<file path="config.mk">
export PLATFORM = sky130hd
export DESIGN_NAME = eth_fmc_reset_sequencer_flat
export DESIGN_NICKNAME = d
export VERILOG_FILES = /design/src/rtl/eth_fmc_reset_sequencer_pkg.sv /design/src/rtl/eth_fmc_reset_sequencer_if.sv /design/src/rtl/eth_fmc_reset_sequencer_sync2.sv /design/src/rtl/eth_fmc_reset_sequencer.sv /design/src/flat_wrapper.sv
export SDC_FILE = /design/constraint.sdc
export NUM_CORES = 1
export LEC_CHECK = 0
export CAP_MARGIN = 10
export CELL_PAD_IN_SITES_DETAIL_PLACEMENT = 0
export CELL_PAD_IN_SITES_GLOBAL_PLACEMENT = 2
export CORE_MARGIN = 4
export CORE_UTILIZATION = 26
export CTS_CLUSTER_DIAMETER = 60
export DETAILED_ROUTE_END_ITERATION = 8
export PLACE_DENSITY_LB_ADDON = 0.1
export SLEW_MARGIN = 20
export SYNTH_ARGS = -nofsm -noshare
export SYNTH_HDL_FRONTEND = slang
export SYNTH_HIERARCHICAL = 1
export SYNTH_SLANG_ARGS = --single-unit
</file>
<file path="constraint.sdc">
create_clock -name clk -period 6.5 [get_ports clk]
set_clock_uncertainty 0.2 [all_clocks]
set_input_delay 0.975 -clock clk [delete_from_list [all_inputs] [get_ports clk]]
set_output_delay 0.975 -clock clk [all_outputs]
set_load 0.05 [all_outputs]
</file>
<file path="src/rtl/eth_fmc_reset_sequencer_pkg.sv">
// rtl/eth_fmc_reset_sequencer_pkg.sv - state encoding and sizing helpers for the MMCM reset sequencer
package eth_fmc_rstseq_pkg;

  typedef enum logic [2:0] {
    S_MMCM_RST  = 3'd0,
    S_WAIT_LOCK = 3'd1,
    S_STABLE    = 3'd2,
    S_RUN       = 3'd3,
    S_FAIL      = 3'd4
  } state_e;

  // One extra bit over the largest terminal count keeps the compare values representable.
  function automatic int cnt_width(int rst_pulse, int lock_timeout, int stable);
    int m;
    m = rst_pulse;
    if (lock_timeout > m) m = lock_timeout;
    if (stable > m) m = stable;
    return $clog2(m) + 1;
  endfunction

  function automatic int retry_width(int max_retries);
    return (max_retries < 1) ? 1 : $clog2(max_retries + 1);
  endfunction

endpackage

</file>
<file path="src/rtl/eth_fmc_reset_sequencer_if.sv">
// rtl/eth_fmc_reset_sequencer_if.sv - lock/request inputs and reset/status outputs of the sequencer (ETH_FMC_RSTSEQ_STATS_EN adds lock_loss_cnt)
interface eth_fmc_reset_sequencer_if;

  logic mmcm_locked;
  logic sw_rst_req;
  logic mmcm_rst;
  logic rst_out;
  logic ready;
  logic fail;
`ifdef ETH_FMC_RSTSEQ_STATS_EN
  logic [15:0] lock_loss_cnt;

  modport master (
    input  mmcm_locked, sw_rst_req,
    output mmcm_rst, rst_out, ready, fail, lock_loss_cnt
  );

  modport slave (
    output mmcm_locked, sw_rst_req,
    input  mmcm_rst, rst_out, ready, fail, lock_loss_cnt
  );
`else
  modport master (
    input  mmcm_locked, sw_rst_req,
    output mmcm_rst, rst_out, ready, fail
  );

  modport slave (
    output mmcm_locked, sw_rst_req,
    input  mmcm_rst, rst_out, ready, fail
  );
`endif

endinterface

</file>
<file path="src/rtl/eth_fmc_reset_sequencer_sync2.sv">
// rtl/eth_fmc_reset_sequencer_sync2.sv - two-flop synchroniser with synchronous clear
module eth_fmc_sync2 (
  input  logic clk,
  input  logic reset,
  input  logic d,
  output logic q
);

  (* ASYNC_REG = "TRUE" *) logic meta;
  (* ASYNC_REG = "TRUE" *) logic sync;

  always_ff @(posedge clk) begin
    if (reset) begin
      meta <= 1'b0;
      sync <= 1'b0;
    end else begin
      meta <= d;
      sync <= meta;
    end
  end

  assign q = sync;

endmodule

</file>
<file path="src/rtl/eth_fmc_reset_sequencer.sv">
// rtl/eth_fmc_reset_sequencer.sv - MMCM reset pulse, lock qualification and downstream reset release
// Optional lock-loss statistics counter: ETH_FMC_RSTSEQ_STATS_EN
module eth_fmc_reset_sequencer
  import eth_fmc_rstseq_pkg::*;
#(
  parameter int RST_PULSE_CYCLES = 8,
  parameter int LOCK_TIMEOUT     = 65536,
  parameter int STABLE_CYCLES    = 1024,
  parameter int MAX_RETRIES      = 7
) (
  input  logic                        clk,
  input  logic                        reset,
  eth_fmc_reset_sequencer_if.master   bus
);

  localparam int CW = cnt_width(RST_PULSE_CYCLES, LOCK_TIMEOUT, STABLE_CYCLES);
  localparam int RW = retry_width(MAX_RETRIES);

  localparam logic [CW-1:0] RST_LAST    = CW'(RST_PULSE_CYCLES - 1);
  localparam logic [CW-1:0] LOCK_LAST   = CW'(LOCK_TIMEOUT - 1);
  localparam logic [CW-1:0] STABLE_LAST = CW'(STABLE_CYCLES - 1);
  localparam logic [RW-1:0] RETRY_MAX   = RW'(MAX_RETRIES);

  state_e          state, state_d;
  logic [CW-1:0]   cnt, cnt_d;
  logic [RW-1:0]   retries, retries_d;
  logic            locked_s;
  logic            mmcm_rst_q, rst_out_q, ready_q, fail_q;

  eth_fmc_sync2 u_lock_sync (
    .clk   (clk),
    .reset (reset),
    .d     (bus.mmcm_locked),
    .q     (locked_s)
  );

  always_ff @(posedge clk) begin
    if (reset) begin
      state      <= S_MMCM_RST;
      cnt        <= '0;
      retries    <= '0;
      mmcm_rst_q <= 1'b1;
      rst_out_q  <= 1'b1;
      ready_q    <= 1'b0;
      fail_q     <= 1'b0;
    end else begin
      state      <= state_d;
      cnt        <= cnt_d;
      retries    <= retries_d;
      // Decoding the next state makes each registered output track the current state.
      mmcm_rst_q <= (state_d == S_MMCM_RST);
      rst_out_q  <= (state_d != S_RUN);
      ready_q    <= (state_d == S_RUN);
      fail_q     <= (state_d == S_FAIL);
    end
  end

  always_comb begin
    state_d   = state;
    retries_d = retries;
    cnt_d     = cnt;
    if (bus.sw_rst_req) begin
      state_d   = S_MMCM_RST;
      retries_d = '0;
    end else begin
      case (state)
        S_MMCM_RST: begin
          if (cnt == RST_LAST) state_d = S_WAIT_LOCK;
        end
        S_WAIT_LOCK: begin
          if (locked_s) begin
            state_d = S_STABLE;
          end else if (cnt == LOCK_LAST) begin
            state_d   = (retries == RETRY_MAX) ? S_FAIL : S_MMCM_RST;
            retries_d = (&retries) ? retries : retries + RW'(1);
          end
        end
        S_STABLE: begin
          // Lock loss takes precedence over completing the stable window.
          if (!locked_s) begin
            state_d = S_MMCM_RST;
          end else if (cnt == STABLE_LAST) begin
            state_d   = S_RUN;
            retries_d = '0;
          end
        end
        S_RUN: begin
          if (!locked_s) state_d = S_MMCM_RST;
        end
        S_FAIL: begin
          state_d = S_FAIL;
        end
        default: begin
          state_d = S_MMCM_RST;
        end
      endcase
    end

    if (bus.sw_rst_req || (state_d != state)) begin
      cnt_d = '0;
    end else if ((state != S_RUN) && (state != S_FAIL)) begin
      cnt_d = cnt + CW'(1);
    end
  end

  assign bus.mmcm_rst = mmcm_rst_q;
  assign bus.rst_out  = rst_out_q;
  assign bus.ready    = ready_q;
  assign bus.fail     = fail_q;

`ifdef ETH_FMC_RSTSEQ_STATS_EN
  logic [15:0] lock_loss_q;
  logic        loss_evt;

  // Only a genuine lock drop out of RUN counts; software re-sequencing does not.
  assign loss_evt = !bus.sw_rst_req && (state == S_RUN) && !locked_s;

  always_ff @(posedge clk) begin
    if (reset) begin
      lock_loss_q <= '0;
    end else if (loss_evt && (lock_loss_q != 16'hFFFF)) begin
      lock_loss_q <= lock_loss_q + 16'd1;
    end
  end

  assign bus.lock_loss_cnt = lock_loss_q;
`endif

endmodule
</file>
<file path="src/flat_wrapper.sv">
// flat-port wrapper written by rule: the top's interface ports become plain ports
module eth_fmc_reset_sequencer_flat import eth_fmc_rstseq_pkg::*;
#(
  parameter int RST_PULSE_CYCLES = 8,
  parameter int LOCK_TIMEOUT     = 65536,
  parameter int STABLE_CYCLES    = 1024,
  parameter int MAX_RETRIES      = 7
)
  (clk, reset, bus_mmcm_locked, bus_sw_rst_req, bus_mmcm_rst, bus_rst_out, bus_ready, bus_fail);
  eth_fmc_reset_sequencer_if bus_i ();
  input  logic clk;
  input  logic reset;
  input wire logic [$bits(bus_i.mmcm_locked)-1:0] bus_mmcm_locked;
  input wire logic [$bits(bus_i.sw_rst_req)-1:0] bus_sw_rst_req;
  output wire logic [$bits(bus_i.mmcm_rst)-1:0] bus_mmcm_rst;
  output wire logic [$bits(bus_i.rst_out)-1:0] bus_rst_out;
  output wire logic [$bits(bus_i.ready)-1:0] bus_ready;
  output wire logic [$bits(bus_i.fail)-1:0] bus_fail;
  assign bus_i.mmcm_locked = bus_mmcm_locked;
  assign bus_i.sw_rst_req = bus_sw_rst_req;
  assign bus_mmcm_rst = bus_i.mmcm_rst;
  assign bus_rst_out = bus_i.rst_out;
  assign bus_ready = bus_i.ready;
  assign bus_fail = bus_i.fail;
  eth_fmc_reset_sequencer #(.RST_PULSE_CYCLES(RST_PULSE_CYCLES), .LOCK_TIMEOUT(LOCK_TIMEOUT), .STABLE_CYCLES(STABLE_CYCLES), .MAX_RETRIES(MAX_RETRIES)) u_core (.clk(clk), .reset(reset), .bus(bus_i));
endmodule
</file>
==> run summary, run 1 <==
Status = complete, no violations
Max FO, Critical Path = 7
Die Span Y = 82.3 um
CP Launch Type = register
RD Place Congestion = 0.725
HPWL Detailed = 2230 um
Yosys reg bits = 29
Drt pass-1 iters = 4
Worst EP required = 6.43 ns
# diodes = 0
P_leak = 0.551 nW
Clock sinks = 29
Post-Layout Cell Count = 243
Met2 Use GR = 0.163
Fin crit share = 0.444
Least-Margin Pin Slew = 0.841 ns
Via Count = 1098
GRT Total Usage = 0.103
Final Critical Period = 2.89 ns
Met3 usage = 0.0358
Hold Crit Class = register to register
Worst setup EP type = register
Commonest non-fill, non-tap cells in the layout = dfxtp_1, nor2_1, nand2_1, nor3_1, xor2_1
Max IR drop VDD = 0.0000850 V
Most common cell after layout, fill and taps aside = dfxtp_1
Placed instance area = 1550 um^2
Largest net degree at the start of global routing = 18
# port buffers = 7
First-pass GRT wire length = 5110 um
Area growth from synthesis to layout = 16.2%
Gr busiest metal = met2
Top Ports = 8
Seq/Total Area, Yosys = 0.405
Worst skew pair latency = 0.28 ns
Met1 usage = 0.122
Clock buffer depth = 2
DRC violations left = 0
Root Buffer = clkbuf_8
RSZ-0062 raised after global routing = false
Drt total wl = 3010 um
Post-CTS Resized = 0
F_max = 346 MHz
DR vias/cell = 4.52
Max-slew violations = 0
DP Cell Count = 235
Minimum hold slack = 0.248 ns
CTS tree = yes
Drt wl/cell = 12.4 um
Yosys cell types = 35
Vias in the first global route = 1072
Ranking of synthesized cells by area = dfxtp_1, xor2_1, nor2_1
Post-synth top area share = 0.405
Hold Buf Count CTS = 0
Clock slew at reported path FFs = 0.06 ns
Total power = 0.380 mW
H-Tree Level Count = 2
Synth Instances = 164
Synth Cell Area = 1440 um^2
Max-slew headroom = 0.435
Final nets = 180
Die Area = 6770 um^2
Die Span X = 82.3 um
Setup Fix Bufs, Post-CTS = 0
# rows = 26
Initial antenna violation count = 0
Setup TNS = 0 ns
Kind of critical path = register to register
Yosys top cell by area = dfxtp_1
Warning count from the yosys run = 6
PwrDens = 228 nW/um^2
Fin. Hold Viols = 0
Max_cap viols = 0
Fillers = 564
Overflow after GRT = 0
Synthesized area per cell = 8.75 um^2
Initial Util = 0.274
Syn_nets = 172
Iteration-0 DRC Markers = 25
DRT antenna net count = 0
Num CTS Buffers = 5
CP arrival = 2.82 ns
Finished Cell Area = 1670 um^2
Finish-stage setup viols = 0
Share of cells above drive strength 1 = 0.127
Core Area = 5240 um^2
## metrics by stage
step                      worst slack [ns]  utilization
final                                 3.61        0.318
after global routing                  3.25        0.318
after CTS                             3.59        0.318
after detailed placement              3.34        0.296
after global placement                3.27        0.296
after floorplan                       4.05            -
## worst paths after layout
path	slack [ns]	startpoint	cells past startpoint	endpoint
worst max-delay path	3.61	u_core/cnt[3]	10	u_core/cnt[1]
worst min register to register	0.25	u_core/u_lock_sync/meta	1	u_core/u_lock_sync/q
worst max register to register	3.61	u_core/cnt[3]	10	u_core/cnt[1]
worst min-delay path	0.25	u_core/u_lock_sync/meta	1	u_core/u_lock_sync/q
## power breakdown
part	total, mW	leakage, nW	internal, mW	switching [mW]
sequential	0.180	0.234	0.179	0.000916
combinational	0.00921	0.258	0.00400	0.00521
clock	0.191	0.0585	0.125	0.0662
total	0.380	0.551	0.308	0.0723
## metal layers
metal  up-vias  share of wire
met4         0          0.021
met5         -              0
li1        586              -
met1       491           0.49
met3         7          0.032
met2        14           0.46
## final cells by class
| type | instances | area (um^2) | area share |
|---|---|---|---|
| inverter | 3 | 11.3 | 0.00675 |
| tap | 70 | 87.6 | 0.0525 |
| multi-input combinational | 126 | 802 | 0.481 |
| clock buffer | 7 | 86.3 | 0.0518 |
| sequential | 29 | 581 | 0.348 |
| timing repair buffer | 7 | 70.1 | 0.0420 |
| clock inverter | 1 | 30.0 | 0.0180 |
## synth_stat cells, drive strengths merged
cell	count
dfxtp	29
nor2	27
nand2	13
nor3	13
xor2	10
nand3	8
nand4	6
xnor2	5
a21oi	4
ha	4
nor2b	4
nor4	4
o21ai	4
buf	3
clkbuf	3
inv	3
nand2b	3
nor3b	3
a2111oi	2
and3	2
and4	2
mux2i	2
or3	2
and2	1
and3b	1
nand3b	1
nand4bb	1
nor4b	1
o21a	1
or2	1
or4	1
## state kept, by name (all words and copies together) (netlist names)
signal,cells
u_core/bus.fail,1
u_core/bus.mmcm_rst,1
u_core/bus.ready,1
u_core/bus.rst_out,1
u_core/cnt,17
u_core/retries,3
u_core/state,3
u_core/u_lock_sync/meta,1
u_core/u_lock_sync/q,1
## critical path, stage by stage (launching register included)
cell,delay [ns]
dfxtp_1,0.45
nand4_1,0.18
nor3_1,0.39
nand2_1,0.11
nor3_1,0.20
ha_1,0.20
nor3_1,0.06
nor2_1,0.12
nor3b_1,0.08
nor4_1,0.64
nor3_1,0.12
## kinds of logic after synthesis
logic type / after synthesis / share of synthesized area
buf+inv: 9 / 0.0366
fa+ha+maj: 4 / 0.0349
xor+xnor: 15 / 0.0915
flops: 29 / 0.405
compound gates: 11 / 0.0619
simple gates: 94 / 0.357
mux: 2 / 0.0139
(Power assumes the default switching activity.)
==> run 2, diff against run 1 <==
==> constraint.sdc (replaced) <==
create_clock -name clk -period 2.52 [get_ports clk]
set_clock_uncertainty 0.2 [all_clocks]
set_input_delay 0.378 -clock clk [delete_from_list [all_inputs] [get_ports clk]]
set_output_delay 0.378 -clock clk [all_outputs]
set_load 0.05 [all_outputs]
==> run 2 against run 1 <==
  * Non-clock buffer count is 21 higher
  * Sequential power rose to 2.6 times the previous value
  * Clock-buffer cell count shrank 1
  * Power grew 130%
  * Clock power up 88%
  * Cell count increased by 8.6%
  * Setup slack got worse by 3.4 ns
==> run summary, run 2 (same netlist as run 1, synthesis figures left out) <==
Status = complete, no violations
RD Place Congestion = 0.712 (-1.8%)
# port buffers = 7 (unchanged)
Hold Crit Class = register to register
Kind of critical path = register to register
# rows = 26 (unchanged)
Clock sinks = 29 (unchanged)
Commonest non-fill, non-tap cells in the layout = dfxtp_1, buf_4, nor2_1
Number of flip-flops in the largest register = 17 (unchanged)
PwrDens = 462 nW/um^2 (+100%)
Drt total wl = 3170 um (+5.4%)
Setup ws final = 0.185 ns (-3.43 ns)
Top Ports = 8 (unchanged)
Largest delay contributor family on the critical path = simple AND/OR/NAND/NOR gates
Max FO, Critical Path = 8 (+1)
Worst Reg-to-Reg Cells = 7 (-3)
DRT antenna net count = 0 (unchanged)
Root Buffer = clkbuf_8
Area of the multi-input gates = 842 um^2 (+5.0%)
Die Span X = 82.3 um (unchanged)
Final nets = 201 (+12%)
DR vias/cell = 4.50 (-0.33%)
CP most frequent cell = buf_4
Die Span Y = 82.3 um (unchanged)
CP max stage delay = 0.57 ns (-0.07 ns)
Fin. Hold Viols = 0 (unchanged)
Finish-stage setup viols = 0 (unchanged)
F_max = 428 MHz (+24%)
Final Critical Period = 2.33 ns (-0.554 ns)
Register name with the most flops = u_core/cnt
Post-Layout Cell Count = 264 (+8.6%)
Clock buffer depth = 2 (unchanged)
Largest net degree at the start of global routing = 14 (-4)
Overflow after GRT = 0 (unchanged)
Seq. cell area = 582 um^2 (+0.22%)
Reg2reg start = u_core/cnt[5]
P_leak = 0.663 nW (+20%)
Die Area = 6770 um^2 (unchanged)
Iteration-0 DRC Markers = 39 (+56%)
Num CTS Buffers = 5 (unchanged)
Max_cap viols = 0 (unchanged)
Hold Path Stages = 1 (unchanged)
CTS tree = yes
Max IR drop VDD = 0.000239 V (+180%)
First-pass GRT wire length = 5690 um (+11%)
Largest regs = u_core/cnt (17), u_core/retries (3), u_core/state (3)
Utilization after layout = 0.355 (+0.0363)
DP Cell Count = 254 (+8.1%)
Slowest stage cell, crit path = or4_4
Hold Buf Count CTS = 0 (unchanged)
# diodes = 0 (unchanged)
Worst skew pair latency = 0.27 ns (about the same)
CP arrival = 2.31 ns (-0.51 ns)
DRC violations left = 0 (unchanged)
Share of cells above drive strength 1 = 0.258 (+0.131)
HPWL Detailed = 2430 um (+9.0%)
Drt pass-1 iters = 4 (unchanged)
Via Count = 1189 (+8.3%)
Worst setup EP type = register
Initial antenna violation count = 0 (unchanged)
Capturing point of the worst reg2reg path = u_core/cnt[4]
Worst EP required = 2.49 ns (-3.94 ns)
Least-Margin Pin Slew = 0.508 ns (-0.334 ns)
R2r setup slk = 0.19 ns (-3.43 ns)
H-Tree Level Count = 2 (unchanged)
Setup TNS = 0 ns (unchanged)
GRT Total Usage = 0.112 (+0.00930)
Vias in the first global route = 1216 (+13%)
Drt wl/cell = 12.0 um (-3.0%)
Core Area = 5240 um^2 (unchanged)
DP Worst Slack = 0.0126 ns (-3.33 ns)
Max-slew violations = 0 (unchanged)
Hold Path End = u_core/u_lock_sync/q
Max-slew headroom = 0.660 (+0.226)
Most common cell after layout, fill and taps aside = dfxtp_1
CP Launch Type = register
Fillers = 562 (-0.35%)
RSZ-0062 raised after global routing = false
Initial Util = 0.274 (unchanged)
CP Cell Sequence = buf_4 > and4_4 > nand4_1 > or4_4 > o21ai_4 > buf_4 > nor2_1
Clock slew at reported path FFs = 0.06 ns (about the same)
Area growth from synthesis to layout = 29.5%
Fin crit share = 0.926 (+0.482)
Buf/Inv on CP = 2 (+2)
Hold Crit Start = u_core/u_lock_sync/meta
run 2: changes by cell type in the layout (fill, tap and decap cells not counted), moves of 2 or more:
cell	change
buf_4	+19
nor3_1	-4
nor3_2	+4
buf_12	+2
clkinv_2	+2
run 2: through the flow:
step | hold slack, ns | total power [mW] | instance area (um^2)
final | 0.249 | 0.859 | 1860
after global routing | 0.265 | 0.904 | 1860
after CTS | 0.257 | 0.878 | 1810
after detailed placement | 0.248 | 0.508 | 1720
after global placement | 0.229 | 0.508 | 1720
after floorplan | 0.214 | 0.492 | 1440
run 2: repair_timing:
item / 4_1_cts / 5_1_grt
setup buffers: 0 / 2
pin swaps: 1 / 5
endpoints found under the hold margin: 0 / 0
setup endpoints to repair: 11 / 24
resized for setup: 1 / 8
run 2: worst max path at each step:
| stage | startpoint | to | slack, ns | cells past startpoint |
|---|---|---|---|---|
| after floorplan | u_core/cnt[3] | u_core/cnt[16] | 0.07 | 10 |
| after global placement | u_core/cnt[0] | u_core/cnt[16] | 0.02 | 9 |
| after detailed placement | u_core/cnt[5] | u_core/cnt[4] | 0.01 | 11 |
| after CTS | u_core/cnt[5] | u_core/cnt[4] | 0.02 | 11 |
| after global routing | u_core/cnt[5] | u_core/bus.mmcm_rst | 0.01 | 11 |
| final | u_core/cnt[5] | u_core/cnt[4] | 0.19 | 7 |
run 2: area by class of cell:
class | instances | area share
inverter | 3 | 0.00606
clock inverter | 2 | 0.00539
clock buffer | 6 | 0.0391
sequential | 29 | 0.313
tap | 70 | 0.0471
timing repair buffer | 28 | 0.136
multi-input combinational | 126 | 0.453
run 2: where the power goes:
group	switching [mW]	total, mW	internal, mW
Sequential	0.00241	0.464	0.461
Clock	0.169	0.360	0.191
Combinational	0.0154	0.0353	0.0199
Total	0.187	0.859	0.672
run 2: per-layer routing:
layer  GRT usage  wire (um)
met5           0          0
met4      0.0498         24
met1       0.135       1470
met2       0.181       1560
met3      0.0358        112
run 2: worst reg2reg max path: stages (launching register included):
cell and delay, ns:
dfxtp_1 0.34, buf_4 0.13, and4_4 0.24, nand4_1 0.19
or4_4 0.57, o21ai_4 0.33, buf_4 0.19, nor2_1 0.04
